### src/rtl/pulse_pkg.sv
// Shared definitions for the pulse train controller.
//   state_e    : FSM state encoding (IDLE, HIGH, LOW, DONE)
//   CNT_W_DEF  : default width of the high/low length fields
//   NUM_W_DEF  : default width of the pulse count field
package pulse_pkg;

    localparam int CNT_W_DEF = 8;
    localparam int NUM_W_DEF = 8;

    typedef enum logic [1:0] {
        ST_IDLE = 2'd0,
        ST_HIGH = 2'd1,
        ST_LOW  = 2'd2,
        ST_DONE = 2'd3
    } state_e;

endpackage

### src/rtl/start_edge_det.sv
// Rising-edge detector for the start trigger.
//   clk      : clock
//   rst      : asynchronous active-high reset
//   sig_in   : level input to watch
//   rise_out : 1 in the cycle where sig_in=1 and the previous sample was 0
module start_edge_det (
    input  logic clk,
    input  logic rst,
    input  logic sig_in,
    output logic rise_out
);

    logic sig_q;
    logic sig_d;

    always_comb begin
        sig_d = sig_in;
    end

    // History resets to 1 so a trigger held high through reset release
    // is not mistaken for a fresh edge.
    // NOTE: sequential state uses non-blocking (<=) so every flop samples
    // pre-edge values, independent of process ordering.
    always_ff @(posedge clk or posedge rst) begin
        if (rst) sig_q <= 1'b1;
        else     sig_q <= sig_d;
    end

    assign rise_out = sig_in & ~sig_q;

endmodule

### src/rtl/pulse_train_ctrl.sv
// Pulse train generator: on an accepted start edge, emits num_pulses
// pulses of high_len cycles separated by low_len-cycle gaps, then a
// one-cycle done strobe. abort ends an active train early.
//   clk, rst            : clock, asynchronous active-high reset
//   start, abort        : trigger (rising edge) and abort level
//   high_len, low_len   : phase lengths in cycles (0 behaves as 1)
//   num_pulses          : pulses per train (0 gives an immediate done)
//   pulse_out, busy     : registered train output and in-progress flag
//   done, aborted       : end-of-train strobe and its abort qualifier
//   pulse_idx           : 0-based index of the current pulse
module pulse_train_ctrl
    import pulse_pkg::*;
#(
    parameter int CNT_W = CNT_W_DEF,
    parameter int NUM_W = NUM_W_DEF
) (
    input  logic             clk,
    input  logic             rst,
    input  logic             start,
    input  logic             abort,
    input  logic [CNT_W-1:0] high_len,
    input  logic [CNT_W-1:0] low_len,
    input  logic [NUM_W-1:0] num_pulses,
    output logic             pulse_out,
    output logic             busy,
    output logic             done,
    output logic             aborted,
    output logic [NUM_W-1:0] pulse_idx
);

    localparam logic [CNT_W-1:0] CNT_ONE = CNT_W'(1);
    localparam logic [NUM_W-1:0] NUM_ONE = NUM_W'(1);

    state_e           state_q, state_d;
    logic [CNT_W-1:0] cnt_q, cnt_d;
    logic [CNT_W-1:0] hl_q, hl_d;
    logic [CNT_W-1:0] ll_q, ll_d;
    logic [NUM_W-1:0] num_q, num_d;
    logic [NUM_W-1:0] idx_q, idx_d;
    logic             pulse_q, pulse_d;
    logic             busy_q, busy_d;
    logic             done_q, done_d;
    logic             aborted_q, aborted_d;
    logic             start_rise;
    logic [CNT_W-1:0] hl_eff, ll_eff;

    start_edge_det u_start_edge_det (
        .clk      (clk),
        .rst      (rst),
        .sig_in   (start),
        .rise_out (start_rise)
    );

    assign hl_eff = (high_len == '0) ? CNT_ONE : high_len;
    assign ll_eff = (low_len  == '0) ? CNT_ONE : low_len;

    // NOTE: every variable gets a default before the case so no path
    // leaves one unassigned, which would otherwise infer a latch.
    always_comb begin
        state_d   = state_q;
        cnt_d     = cnt_q;
        hl_d      = hl_q;
        ll_d      = ll_q;
        num_d     = num_q;
        idx_d     = idx_q;
        aborted_d = 1'b0;

        case (state_q)
            ST_IDLE: begin
                // abort in the same cycle as an edge swallows the edge
                if (start_rise && !abort) begin
                    hl_d  = hl_eff;
                    ll_d  = ll_eff;
                    num_d = num_pulses;
                    if (num_pulses != '0) begin
                        state_d = ST_HIGH;
                        cnt_d   = hl_eff;
                        idx_d   = '0;
                    end else begin
                        state_d = ST_DONE;
                    end
                end
            end
            ST_HIGH: begin
                if (abort) begin
                    state_d   = ST_DONE;
                    aborted_d = 1'b1;
                end else if (cnt_q == CNT_ONE) begin
                    if (idx_q == num_q - NUM_ONE) begin
                        state_d = ST_DONE;
                    end else begin
                        state_d = ST_LOW;
                        cnt_d   = ll_q;
                    end
                end else begin
                    cnt_d = cnt_q - CNT_ONE;
                end
            end
            ST_LOW: begin
                if (abort) begin
                    state_d   = ST_DONE;
                    aborted_d = 1'b1;
                end else if (cnt_q == CNT_ONE) begin
                    state_d = ST_HIGH;
                    cnt_d   = hl_q;
                    idx_d   = idx_q + NUM_ONE;
                end else begin
                    cnt_d = cnt_q - CNT_ONE;
                end
            end
            ST_DONE: begin
                state_d = ST_IDLE;
            end
            default: begin
                state_d = ST_IDLE;
            end
        endcase

        // Outputs are registered versions of the next-state decode, so
        // they line up with the state they describe.
        pulse_d = (state_d == ST_HIGH);
        busy_d  = (state_d == ST_HIGH) || (state_d == ST_LOW);
        done_d  = (state_d == ST_DONE);
    end

    always_ff @(posedge clk or posedge rst) begin
        if (rst) begin
            state_q   <= ST_IDLE;
            cnt_q     <= '0;
            hl_q      <= '0;
            ll_q      <= '0;
            num_q     <= '0;
            idx_q     <= '0;
            pulse_q   <= 1'b0;
            busy_q    <= 1'b0;
            done_q    <= 1'b0;
            aborted_q <= 1'b0;
        end else begin
            state_q   <= state_d;
            cnt_q     <= cnt_d;
            hl_q      <= hl_d;
            ll_q      <= ll_d;
            num_q     <= num_d;
            idx_q     <= idx_d;
            pulse_q   <= pulse_d;
            busy_q    <= busy_d;
            done_q    <= done_d;
            aborted_q <= aborted_d;
        end
    end

    assign pulse_out = pulse_q;
    assign busy      = busy_q;
    assign done      = done_q;
    assign aborted   = aborted_q;
    assign pulse_idx = idx_q;

endmodule

### config.mk
export PLATFORM = sky130hd
export DESIGN_NAME = pulse_train_ctrl
export DESIGN_NICKNAME = d
export VERILOG_FILES = /design/src/rtl/pulse_pkg.sv /design/src/rtl/start_edge_det.sv /design/src/rtl/pulse_train_ctrl.sv
export SDC_FILE = /design/constraint.sdc
export NUM_CORES = 1
export LEC_CHECK = 0
export CORE_ASPECT_RATIO = 1.25
export CORE_MARGIN = 2
export CORE_UTILIZATION = 45
export DETAILED_ROUTE_END_ITERATION = 8
export GPL_TIMING_DRIVEN = 0
export PLACE_DENSITY = 0.68
export SETUP_SLACK_MARGIN = 0.4
export SLEW_MARGIN = 10
export SYNTH_ARGS = -nofsm -noshare
export SYNTH_HDL_FRONTEND = slang
export SYNTH_SLANG_ARGS = --single-unit
export TNS_END_PERCENT = 1
### constraint.sdc
create_clock -name clk -period 8 [get_ports clk]
set_input_delay 1.6 -clock clk [delete_from_list [all_inputs] [get_ports clk]]
set_output_delay 1.6 -clock clk [all_outputs]
set_load 0.02 [all_outputs]
---- Word level (Yosys, flattened, before mapping) ----
Index checks and enable logic that the tools add are counted.
storage, ports and cells
  bits in registers ....................... 47
  input bits .............................. 28
  output and inout bits ................... 12
cells by class
  $add $sub $neg .......................... 3
  equal/unequal tests ..................... 14
  mux-type cells .......................... 25
  bitwise operators ....................... 2
  reduce and logical (&&, ||, !) cells .... 13
operators by type and width
  cell                   number
  $mux W8                13
  $pmux W8 S3            1
  $logic_not A8 Y1       2
  $pmux W8 S2            1
  $sub A8 B1 Y8 const B  2
  $mux W2                6
  $ne A2 B2 Y1 const B   5
  $add A8 B1 Y8 const B  1
  $eq A2 B2 Y1 const B   4
  $eq A8 B1 Y1 const B   1
  $eq A8 B8 Y1           1
  $pmux W2 S4            1
  $reduce_bool A8 Y1     1
  $reduce_and A6 Y1      1
  $reduce_and A5 Y1      1
  $eq A2 B1 Y1 const B   2
  $mux W1                3
  $ne A3 B3 Y1 const B   1
  $reduce_bool A3 Y1     1
  $logic_not A2 Y1       1
  $reduce_and A2 Y1      1
  $reduce_bool A2 Y1     1
  $reduce_or A2 Y1       1
  $and A1 B1 Y1          1
  4 further kinds        4

---- Longest topological paths before layout ----
Gate-level depths: netlist of run 1.
  depth in word-level cells ............... 8
  mapped depth ............................ 10
  depth with buffers taken out ............ 9

---- Hierarchy ----
From an unflattened synthesis of run 1, not the netlist that was laid out.
unflattened totals
  cell total of the unflattened synthesis .. 275
  area total of the unflattened synthesis .. 2,849.0 um2
modules (own cells, without submodules)
  module            instances  cells an instance  area each (um2)  seq. area each (um2)
  pulse_train_ctrl  1          272                2,805.2          1,151.1
  start_edge_det    1          3                  43.8             26.3

---- Worst setup path before layout of run 1 ----
Ideal clock, no wire load.
  kind .................................... input to register
  from .................................... in abort
  to ...................................... reg hl_q[2]
  library setup time ...................... 125 ps
  arrival ................................. 3,118 ps
  data required time ...................... 7,875 ps
  setup slack ............................. 4,757 ps
  cell stages on the path ................. 5
  path buffers ............................ 2
  path through ............................ nor3b_1 > and2_1 > clkbuf_1 > buf_1 > mux2_2
on the way
  cells in the longest elaborated chain, start to end .. 3
RTL lines
  element                             line                     RTL
  start: declaration                  pulse_train_ctrl.sv:20   input logic abort,
  $logic_not A1 Y1                    pulse_train_ctrl.sv:71   if (start_rise && !abort) begin
  $logic_and A1 B1 Y1                 pulse_train_ctrl.sv:71
  $reduce_and A2 Y1 (no source line)  --
  end signal: assignment              pulse_train_ctrl.sv:141  hl_q <= hl_d;
  end: declaration                    pulse_train_ctrl.sv:36   logic [CNT_W-1:0] hl_q, hl_d;
Every way passes these cells.
A chain may end at the register's enable or synchronous reset.

---- Worst setup path after layout of run 1 ----
  from .................................... in abort
  to ...................................... reg hl_q[6]
Same word-level chain as after synthesis.

==> results of run 1 <==
## worst paths after layout
check | start | end | slack, ns
min | hl_q[1] | hl_q[1] | 0.52
min in group asynchronous | rst | pulse_idx[4] | 1.62
max | abort | hl_q[6] | 3.97
min reg2reg | hl_q[1] | hl_q[1] | 0.52
max in group asynchronous | rst | u_start_edge_det.sig_q | 5.78
max reg2reg | cnt_q[1] | busy | 5.10
## routing by layer
| metal | vias to the layer above | track usage, % | routed length, um |
|---|---|---|---|
| met2 | 69 | 30.2 | 3030 |
| met1 | 1133 | 31.7 | 3350 |
| met3 | 13 | 3.52 | 305 |
| met4 | 0 | 7.89 | 155 |
| li1 | 1159 | - | - |
| met5 | - | 0 | 0 |
## power by group through the flow
stage | sequential [mW] | clock [mW] | combinational, mW
detailed placement | 0.469 | 0 | 0.707
global placement | 0.463 | 0 | 0.694
global route | 0.484 | 0.196 | 0.796
CTS | 0.464 | 0.188 | 0.712
floorplan | 0.469 | 0 | 0.488
finish | 0.466 | 0.185 | 0.717
## cell families (layout without fill, tap and decap cells)
group	after synthesis	in the layout	share of synthesized area (%)
adders and majority gates	11	11	4.92
and+or+nand+nor	81	81	15.9
AOI/OAI and AO/OA	86	86	21.4
xor gates and xnor gates	11	11	3.45
muxes	21	21	8.46
buffers and inverters	25	73	3.72
DFF	47	47	42.1
## registers in the layout, indices dropped and copies added (netlist names)
name                    cells
aborted                     1
busy                        1
cnt_q                       8
done                        1
hl_q                        8
ll_q                        8
num_q                       8
pulse_idx                   8
pulse_out                   1
state_q                     2
u_start_edge_det.sig_q      1
## layout by cell type (no fill, tap or decap), types with 3 or more instances in the layout
cell and n:
clkdlybuf4s50_1 39, nor4_1 4, mux2_2 21, clkbuf_8 6, a22oi_1 7, o31a_1 3
ha_1 11, a32oi_1 5, and3_1 3, nor3_1 9, nand2b_1 4, nand3_1 5
o21ai_0 13, inv_1 10, o211ai_1 4, nand2_1 14, or4_1 5, a221oi_1 4
nor2_1 16, a21oi_1 20, a21o_1 4, xnor2_1 9, nor3b_1 3, dfrtp_1 46
clkbuf_1 8, and2_1 3, o31ai_1 7, or3_1 4, nor2b_1 3
## worst max-delay path, delay by kind of cell
kind / cells / cell delay [ns]
simple gates: 2 / 0.62
mux: 1 / 0.41
buf+inv: 3 / 1.59
## cell type report
| class | count | area [sq um] | area share [%] |
|---|---|---|---|
| Buffer | 13 | 58.8 | 1.71 |
| Clock buffer | 6 | 82.6 | 2.41 |
| Clock inverter | 2 | 35.0 | 1.02 |
| Inverter | 12 | 45.0 | 1.31 |
| Multi-Input combinational cell | 210 | 1510 | 44.1 |
| Sequential cell | 47 | 1180 | 34.3 |
| Tap cell | 85 | 106 | 3.10 |
| Timing Repair Buffer | 40 | 410 | 12.0 |
==> impl_results.md, run 1 <==
- Critical Path Slowest Stage Cell: buf_1
- Clock share of power: 13.5%
- Peak VDD IR: 0.182 mV
- Core Area: 0.00609 sq mm
- Syn-to-layout area delta: 22.7%
- Critical Path, Cell by Cell: clkdlybuf4s50_1 -> nor3b_1 -> and2_1 -> clkbuf_1 -> buf_1 -> mux2_2
- Initial antenna violation count: 0
- Setup TNS Final: 0 ns
- Worst rel slew slack: 49.2%
- DRT Wirelength: 6840 um
- Mapped cell area: 0.00280 sq mm
- Endpoints failing setup: 0
- CTS Buffer Depth: 2
- Setup WS pre-CTS: 3.68 ns
- Distinct cells, synth: 52
- Worst hold stages: 1
- Cell taking the most area after synthesis: dfrtp_1
- Post-synth net total: 321
- Post-CTS sizing: 0
- DP Area: 0.00331 sq mm
- Static Leakage: 1.34 nW
- Drt wl/cell: 16.5 um
- Setup WS post-layout: 3.97 ns
- Post-synth top area share: 41.2%
- Final GP Congestion: 0.888
- Final hold slack: 0.521 ns
- Synthesized instance count: 282
- Power Density: 399 mW/mm^2
- Antenna-violating nets left: 0
- Fmax: 248 MHz
- Port bufs: 39
- Placed insts: 407
- Filler Cells Inserted: 569
- Tightest Pin Transition: 0.757 ns
- Top-count cell post-synth: dfrtp_1
- TritonCTS Buffers: 5
- Final Critical Period: 4.03 ns
- Required @ worst endpoint: 8.20 ns
- CTS root buf: clkbuf_8
- Layout Cells excl Fill: 415
- Die area: 0.00686 sq mm
- R2r worst-path depth: 10
- Die X-Extent: 74.5 um
- Initial Util: 45.9%
- WP data arrival: 4.23 ns
- Comb power frac: 52.4%
- Worst-path maximum fanout: 10
- Reg clk slew, reported paths: 0.09 ns
- Post-route DRC: 0
- First-pass GRT wire length: 11200 um
- CTS tree: yes
- Fin area: 0.00343 sq mm
- Setup crit start kind: input pin
- Sequential power share: 34.0%
- Clk sinks: 47
- Worst-Skew Late Latency: 0.31 ns
- Worst stage delay on the critical path: 0.60 ns
- Net Sw Power: 0.587 mW
- Detailed Routing Iterations Pass 1: 4
- P_int: 0.782 mW
- DIE HEIGHT: 92.1 um
- IO Count: 40
- Std cell rows: 32
- Synth top cells by count: dfrtp_1, mux2_2, a21oi_1
- Min-Delay Path Class: reg -> reg
- Total number of vias: 2374
- Clock skew: 0.0126 ns
- Sequential area share after synthesis: 42.1%
- Post-layout util: 56.4%
- Fraction of layout cells with a size suffix above 1: 12.4%
- Asr flop ratio synth: 100%
- Largest net degree at the start of global routing: 27
- RSZ-0062 raised after global routing: false
- Detail Placement HPWL: 5100 um
- Mean post-synth cell area: 9.91 sq um
- Max-cap violation count: 0
- Number of antenna diodes: 0
- GRT Overall Usage: 21.1%
- Routed vias/inst: 5.72
- Top FF cell, synth: dfrtp_1
- Slew Viols, Final: 0
- Hold-fix buffers, CTS: 0
- Final Cycle Share: 50.4%
- Yosys warns: 0
- Outcome: complete, no violations
- Hold Fails Final Rpt: 0
- Synthesized flop and latch total: 47
- CP Capture Type: flop
- WS Path Type: in -> reg
- Sw frac: 42.9%
- Vias in the first global route: 2210
- Htree depth: 2
- Fin nets: 368
- Post-CTS setup buffer count: 0
- EDFF count, synth: 0
- Top cells by area, synth: dfrtp_1, mux2_2, ha_1
- DRT iter0 DRCs: 186
- Total power: 1.37 mW
- Congestion Overflow GR: 0
Power figures use the tool's default switching activity.
==> inputs of run 2 (changes only) <==
==> constraint.sdc (replaced) <==
create_clock -name clk -period 4.15 [get_ports clk]
set_input_delay 0.83 -clock clk [delete_from_list [all_inputs] [get_ports clk]]
set_output_delay 0.83 -clock clk [all_outputs]
set_load 0.02 [all_outputs]
==> results of run 2 <==
The final DEF is identical to that of run 1. Status: complete, no violations.
Main changes from that run: setup slack after placement 3.68 ns -> 0.600 ns; setup slack after layout 3.97 ns -> 0.887 ns; register-to-register setup slack 5.10 ns -> 1.25 ns; total power 1.37 mW -> 2.64 mW; worst IR drop on VDD 0.182 mV -> 0.350 mV
